### src/rtl/btb_storage_ctrl_pkg.sv
// Shared constants, types and field helpers for the BTB storage/control block.
package btb_storage_ctrl_pkg;

  localparam int NUM_SETS = 8;
  localparam int IDX_W    = $clog2(NUM_SETS);
  localparam int TAG_W    = 27;
  localparam int PC_W     = 32;
  localparam int SET_W    = 128;
  localparam int WAY_W    = 64;

  // PC field positions
  localparam int PC_IDX_LSB = 2;
  localparam int PC_TAG_LSB = 5;

  // Set / way bit-field offsets
  localparam int WAY1_LSB      = 64;
  localparam int WAY2_LSB      = 0;
  localparam int WAY_VALID_BIT = 63;
  localparam int WAY_TAG_LSB   = 36;
  localparam int WAY_TGT_LSB   = 4;
  localparam int WAY_ST_LSB    = 2;

  localparam logic [IDX_W-1:0] LAST_IDX = IDX_W'(NUM_SETS - 1);

  // Flush controller states
  typedef enum logic [0:0] {
    ST_IDLE  = 1'b0,
    ST_FLUSH = 1'b1
  } flush_state_e;

  // 2-bit predictor state encodings used by the external update logic
  localparam logic [1:0] PRED_STRONG_NT = 2'b00;
  localparam logic [1:0] PRED_WEAK_NT   = 2'b01;
  localparam logic [1:0] PRED_WEAK_T    = 2'b10;
  localparam logic [1:0] PRED_STRONG_T  = 2'b11;

  // One-deep update stage between EX resolve and the storage write
  typedef struct packed {
    logic             valid;
    logic [TAG_W-1:0] tag;
    logic [IDX_W-1:0] index;
    logic [PC_W-1:0]  target;
    logic             mispredicted;
  } pending_t;

  function automatic logic [IDX_W-1:0] pc_index(input logic [PC_W-1:0] pc);
    return pc[PC_IDX_LSB +: IDX_W];
  endfunction

  function automatic logic [TAG_W-1:0] pc_tag(input logic [PC_W-1:0] pc);
    return pc[PC_TAG_LSB +: TAG_W];
  endfunction

  function automatic logic way_match(input logic [WAY_W-1:0] way,
                                     input logic [TAG_W-1:0] tag);
    return way[WAY_VALID_BIT] && (way[WAY_TAG_LSB +: TAG_W] == tag);
  endfunction

  function automatic logic [PC_W-1:0] way_target(input logic [WAY_W-1:0] way);
    return way[WAY_TGT_LSB +: PC_W];
  endfunction

  function automatic logic [1:0] way_state(input logic [WAY_W-1:0] way);
    return way[WAY_ST_LSB +: 2];
  endfunction

endpackage

### src/rtl/btb_storage_ctrl_lookup.sv
// Combinational 2-way tag compare with forwarding of the in-flight set write.
module btb_lookup
  import btb_storage_ctrl_pkg::*;
(
  input  logic [PC_W-1:0]  lookup_pc,
  input  logic [SET_W-1:0] stored_set,
  input  logic             fwd_valid,
  input  logic [IDX_W-1:0] fwd_index,
  input  logic [SET_W-1:0] fwd_set,
  input  logic             block,
  output logic             hit,
  output logic             taken,
  output logic [PC_W-1:0]  target
);

  logic [IDX_W-1:0] idx_s;
  logic [TAG_W-1:0] tag_s;
  logic [SET_W-1:0] sel_set_s;
  logic [WAY_W-1:0] way1_s;
  logic [WAY_W-1:0] way2_s;

  // Pick stored or forwarded set, compare both ways, way1 wins a double match
  always_comb begin
    idx_s = pc_index(lookup_pc);
    tag_s = pc_tag(lookup_pc);
    if (fwd_valid && (fwd_index == idx_s)) begin
      sel_set_s = fwd_set;
    end else begin
      sel_set_s = stored_set;
    end
    way1_s = sel_set_s[WAY1_LSB +: WAY_W];
    way2_s = sel_set_s[WAY2_LSB +: WAY_W];
    hit    = 1'b0;
    taken  = 1'b0;
    target = {PC_W{1'b0}};
    if (block) begin
      hit    = 1'b0;
      taken  = 1'b0;
      target = {PC_W{1'b0}};
    end else if (way_match(way1_s, tag_s)) begin
      hit    = 1'b1;
      taken  = way_state(way1_s)[1];
      target = way_target(way1_s);
    end else if (way_match(way2_s, tag_s)) begin
      hit    = 1'b1;
      taken  = way_state(way2_s)[1];
      target = way_target(way2_s);
    end else begin
      hit    = 1'b0;
      taken  = 1'b0;
      target = {PC_W{1'b0}};
    end
  end

endmodule

### src/rtl/btb_storage_ctrl.sv
// BTB set storage, LRU vector, one-cycle update stage and iterative flush.
module btb_storage_ctrl
  import btb_storage_ctrl_pkg::*;
(
  input  logic              clk,
  input  logic              rst_n,
  input  logic [PC_W-1:0]   lookup_pc,
  output logic              lookup_hit,
  output logic              lookup_taken,
  output logic [PC_W-1:0]   lookup_target,
  input  logic              update_valid,
  input  logic [PC_W-1:0]   update_pc,
  input  logic [PC_W-1:0]   update_target,
  input  logic              update_mispredicted,
  input  logic              flush_req,
  output logic              busy,
  output logic [SET_W-1:0]  wr_update_set,
  output logic [NUM_SETS-1:0] wr_lru,
  output logic [TAG_W-1:0]  wr_update_tag,
  output logic [IDX_W-1:0]  wr_update_index,
  output logic [PC_W-1:0]   wr_update_target,
  output logic              wr_mispredicted,
  input  logic [SET_W-1:0]  wr_write_set,
  input  logic              wr_next_lru
);

  flush_state_e     state_r;
  flush_state_e     state_n;
  logic [IDX_W-1:0] cnt_r;
  logic [IDX_W-1:0] cnt_n;
  pending_t         pend_r;
  pending_t         pend_n;
  logic [SET_W-1:0] sets_r [NUM_SETS];
  logic [NUM_SETS-1:0] lru_r;
  logic             accept_s;
  logic             commit_s;
  logic [SET_W-1:0] lk_stored_set_s;

  // An update is only taken in IDLE, and a simultaneous flush request wins
  assign accept_s = (state_r == ST_IDLE) && update_valid && !flush_req;
  // The pending write is dropped if a flush starts in the same cycle
  assign commit_s = (state_r == ST_IDLE) && pend_r.valid && !flush_req;
  assign busy     = (state_r == ST_FLUSH);

  assign lk_stored_set_s = sets_r[pc_index(lookup_pc)];

  btb_lookup u_lookup (
    .lookup_pc  (lookup_pc),
    .stored_set (lk_stored_set_s),
    .fwd_valid  (pend_r.valid),
    .fwd_index  (pend_r.index),
    .fwd_set    (wr_write_set),
    .block      (busy),
    .hit        (lookup_hit),
    .taken      (lookup_taken),
    .target     (lookup_target)
  );

  // Flush FSM next-state and sweep counter
  always_comb begin
    state_n = state_r;
    cnt_n   = cnt_r;
    case (state_r)
      ST_IDLE: begin
        if (flush_req) begin
          state_n = ST_FLUSH;
          cnt_n   = {IDX_W{1'b0}};
        end else begin
          state_n = ST_IDLE;
          cnt_n   = cnt_r;
        end
      end
      ST_FLUSH: begin
        if (cnt_r == LAST_IDX) begin
          state_n = ST_IDLE;
          cnt_n   = {IDX_W{1'b0}};
        end else begin
          state_n = ST_FLUSH;
          cnt_n   = cnt_r + IDX_W'(1);
        end
      end
      default: begin
        state_n = ST_IDLE;
        cnt_n   = {IDX_W{1'b0}};
      end
    endcase
  end

  // Next contents of the update stage: capture on accept, otherwise empty
  always_comb begin
    pend_n = pending_t'({$bits(pending_t){1'b0}});
    if (accept_s) begin
      pend_n.valid        = 1'b1;
      pend_n.tag          = pc_tag(update_pc);
      pend_n.index        = pc_index(update_pc);
      pend_n.target       = update_target;
      pend_n.mispredicted = update_mispredicted;
    end else begin
      pend_n.valid = 1'b0;
    end
  end

  // Drive the external set-update logic from the update stage
  always_comb begin
    if (pend_r.valid) begin
      wr_update_set    = sets_r[pend_r.index];
      wr_lru           = lru_r;
      wr_update_tag    = pend_r.tag;
      wr_update_index  = pend_r.index;
      wr_update_target = pend_r.target;
      wr_mispredicted  = pend_r.mispredicted;
    end else begin
      wr_update_set    = {SET_W{1'b0}};
      wr_lru           = {NUM_SETS{1'b0}};
      wr_update_tag    = {TAG_W{1'b0}};
      wr_update_index  = {IDX_W{1'b0}};
      wr_update_target = {PC_W{1'b0}};
      wr_mispredicted  = 1'b0;
    end
  end

  // FSM state, sweep counter and update stage registers
  always_ff @(posedge clk or negedge rst_n) begin
    if (!rst_n) begin
      state_r <= ST_IDLE;
      cnt_r   <= {IDX_W{1'b0}};
      pend_r  <= pending_t'({$bits(pending_t){1'b0}});
    end else begin
      state_r <= state_n;
      cnt_r   <= cnt_n;
      pend_r  <= pend_n;
    end
  end

  // Set storage and LRU: sweep-clear during flush, else commit the update
  always_ff @(posedge clk or negedge rst_n) begin
    if (!rst_n) begin
      for (int i = 0; i < NUM_SETS; i++) begin
        sets_r[i] <= {SET_W{1'b0}};
      end
      lru_r <= {NUM_SETS{1'b0}};
    end else if (state_r == ST_FLUSH) begin
      sets_r[cnt_r] <= {SET_W{1'b0}};
      lru_r[cnt_r]  <= 1'b0;
    end else if (commit_s) begin
      sets_r[pend_r.index] <= wr_write_set;
      lru_r[pend_r.index]  <= wr_next_lru;
    end
  end

endmodule

### config.mk
export PLATFORM = sky130hd
export DESIGN_NAME = btb_storage_ctrl
export DESIGN_NICKNAME = d
export VERILOG_FILES = /design/src/rtl/btb_storage_ctrl_pkg.sv /design/src/rtl/btb_storage_ctrl_lookup.sv /design/src/rtl/btb_storage_ctrl.sv
export SDC_FILE = /design/constraint.sdc
export NUM_CORES = 2
export LEC_CHECK = 0
export BUFFER_PORTS_ARGS = -buffer_cell sky130_fd_sc_hd__buf_4
export CORE_UTILIZATION = 50
export DETAILED_ROUTE_END_ITERATION = 16
export PLACE_DENSITY = 0.72
export SLEW_MARGIN = 20
export SYNTH_ARGS = -nofsm -noshare
export SYNTH_HDL_FRONTEND = slang
export SYNTH_SLANG_ARGS = --single-unit
export TNS_END_PERCENT = 50
### constraint.sdc
create_clock -name clk -period 3.6 [get_ports clk]
set_input_delay 0 -clock clk [delete_from_list [all_inputs] [get_ports clk]]
set_output_delay 0 -clock clk [all_outputs]
set_load 0.05 [all_outputs]
==> results.tsv <==
metric	value	unit
status	complete, but fails checks	
violations	setup timing	
synth_area	54800	um^2
grt_max_degree	143	
max_slew_margin	21.2	%
worst-slew-pin-transition	1.18	ns
grt_util_met3	11.7	%
antenna_found_initial	19	
cts_tree	yes	
ys_seq_area_share	50.2	%
place_congestion	0.983	
busiest_layer	met2	
regArea	27500	um^2
clk_path_buf_depth	3	
finalInstanceArea	67500	um^2
ys_seq_elements	1100	
r2r-start	busy$_DFF_PN0_	
fmax	234	MHz
vias	48900	
period_minus_slack	4.27	ns
cp-startpoint	pend_r[34]$_DFF_PN0_	
track_usage	39.6	%
post_drt_wl_per_cell	35.2	um
detail_route.wirelength	225000	um
fin_crit_sh	119	%
gr-usage-met2	59.4	%
grt_pass1_vias	48800	
drtPass1Iterations	7	
hp-start	wr_write_set[69]	
clkSlewWorstSetupHoldPaths	0.07	ns
fin_ws	-0.672	ns
die_w	333	um
fillerInstances	8217	
grt_pass1_wl	330000	um
syn_inst	4439	
root_buffer	clkbuf_16	
cts_buffers	118	
finalClockSkew	0.0259	ns
setup_violations	35	
synth_flop_cell	dfrtp_1	
hold_viol_final	0	
synth_edf_count	0	
multi_input_area	25100	um^2
peakVddDrop	0.000601	V
start_util	50.4	%
worstSetupEndpointType	output port	
p_leak	30.6	nW
drive_above_1_share	24.1	%
yosys_warnings	0	
drt.antenna.violating_nets	0	
ys_types	70	
synth_nets	4671	
finalMaxSlewViolations	0	
initialDrtViolationCount	7763	
maxCapViolations	0	
clock-sinks	1100	
dieArea	111000	um^2
layout.nets	5087	
drc	0	
ios	464	
h-tree-depth	3	
vias_per_cell	7.66	
place_ws	-0.104	ns
fp.coreArea	109000	um^2
area_growth	23.1	%
synth_area_leaders	dfrtp_1, a22o_1, mux4_2, a22oi_1, clkbuf_1	
overflow	0	
syn_area_per_cell	12.3	um^2
rows	121	
met1_usage	51.8	%
hold_class	input port to flop	
rsz0062_at_grt	yes	
yosys.area.top_type	dfrtp_1	
port_buffers	459	
placed_area	60000	um^2
power_density	473	nW/um^2
path_max_fanout	27	
critPathKind	flop to output port	
worstPathRequired	3.60	ns
final_core_util	62.0	%
async_reset_ff_share	100	%
start_kind	flop	
timing.critical_path.arrival	4.27	ns
hpwl	127000	um
clkLatencyLatePin	0.75	ns
die_h	333	um
synth_top_area_share	50.2	%
per-layer routing:
metal  vias up  share of wire, %
met4        18               5.8
met3       846                14
met2      4487                45
li1      18700                 -
met1     24900                36
met5         -             0.053
layout by cell type, fill, tap and decap left out, types with 77 or more instances in the layout:
cell	count
clkbuf_16	124
a22oi_1	274
mux4_2	217
a22o_1	1165
dlygate4sd3_1	259
and2_1	77
a31oi_1	132
buf_4	546
a221oi_1	132
dfrtp_1	1099
mux2i_1	138
worst paths after layout:
kind / end / slack [ns] / cells past startpoint
worst min register to register: lru_r[2]$_DFFE_PN0P_ / 0.49 / 1
worst max register to register: sets_r[916]$_DFFE_PN0P_ / 0.49 / 5
worst min-delay path: sets_r[197]$_DFFE_PN0P_ / 0.11 / 3
worst max-delay path: lookup_target[7] / -0.67 / 14
min in group asynchronous: sets_r[308]$_DFFE_PN0P_ / 0.52 / 4
max in group asynchronous: sets_r[504]$_DFFE_PN0P_ / 2.24 / 4
power breakdown:
part / total, mW / switching [mW] / leakage, nW / internal [mW]
registers: 12.7 / 0.177 / 15.4 / 12.5
logic: 5.77 / 4.33 / 13.1 / 1.44
clock network: 13.4 / 5.42 / 2.12 / 8.01
total: 31.9 / 9.93 / 30.6 / 22.0
state kept, by name (all words and copies together) (netlist names):
register and flops:
sets_r 1024, pend_r 64, lru_r 8, busy 1
cnt_r 3
layout make-up:
class,instances,share of cell area [%]
timing repair buffer,921,12.9
tap,1414,2.62
sequential,1100,40.8
clock inverter,57,1.23
inverter,27,0.158
clock buffer,168,5.14
multi-input combinational,2687,37.1
antenna,18,0.0667
logic make-up (layout without fill, tap and decap cells):
group	after synthesis	after routing	synth area share, %
multiplexers	379	379	12.1
AND/OR/NAND/NOR	369	369	3.64
adder cells (fa/ha/maj)	2	2	0.0456
buffers and inverters	652	1173	4.82
XOR/XNOR	24	24	0.397
other	0	18	0
flip-flops	1100	1100	50.2
AO/OA/AOI/OAI	1913	1913	28.8
critical path, cell delays in order, from the launching register on:
cell and delay (ns):
dfrtp_1 0.42, xnor2_2 0.20, nand4_4 0.16, buf_12 0.15, buf_12 0.19, buf_4 0.31
mux2i_2 0.31, xnor2_1 0.11, nor4_2 0.43, nand4_1 0.21, nor4_4 0.30, a31oi_4 0.11
buf_12 0.22, a21oi_2 0.20, buf_6 0.19
Yosys cell counts (6+ instances only):
master,instances
o211ai_1,35
dfrtp_1,1100
buf_4,12
clkbuf_1,408
a21oi_1,24
nand3_1,9
nor2_1,64
nor4_1,8
nor3_1,10
a22oi_1,274
and2_1,77
xor2_1,6
mux4_2,217
o21ai_0,25
a22o_1,1165
mux2_2,11
buf_6,9
a211oi_1,12
o22ai_1,12
a31oi_1,138
buf_2,35
inv_1,24
mux4_1,6
a211o_1,35
xnor2_1,17
a21oi_2,29
a221oi_1,132
and3_1,75
buf_1,158
nand2_1,70
mux2i_1,145
nand2b_1,14
nor2b_1,12
metrics by stage:
step,setup TNS [ns],hold WS (ns),total power [mW],std cells
finish,-20.25,0.113,31.9,6392
global route,-20.43,0.130,32.4,6379
CTS,-15.22,0.0779,31.7,6365
detailed placement,-1.46,-0.0313,18.2,5871
global placement,-0.494,-0.0302,18.1,5871
floorplan,0,-0.296,15.4,4439
what timing repair did:
| action | in CTS | in global routing |
|---|---|---|
| hold endpoints to repair | 2027 | 0 |
| gates resized for setup | 62 | 19 |
| pin swaps | 41 | 22 |
| hold buffers | 260 | 0 |
| endpoints found under the setup margin | 34 | 36 |
| setup buffers | 8 | 5 |
| gates cloned | 1 | 5 |
Power figures use the tool's default switching activity.
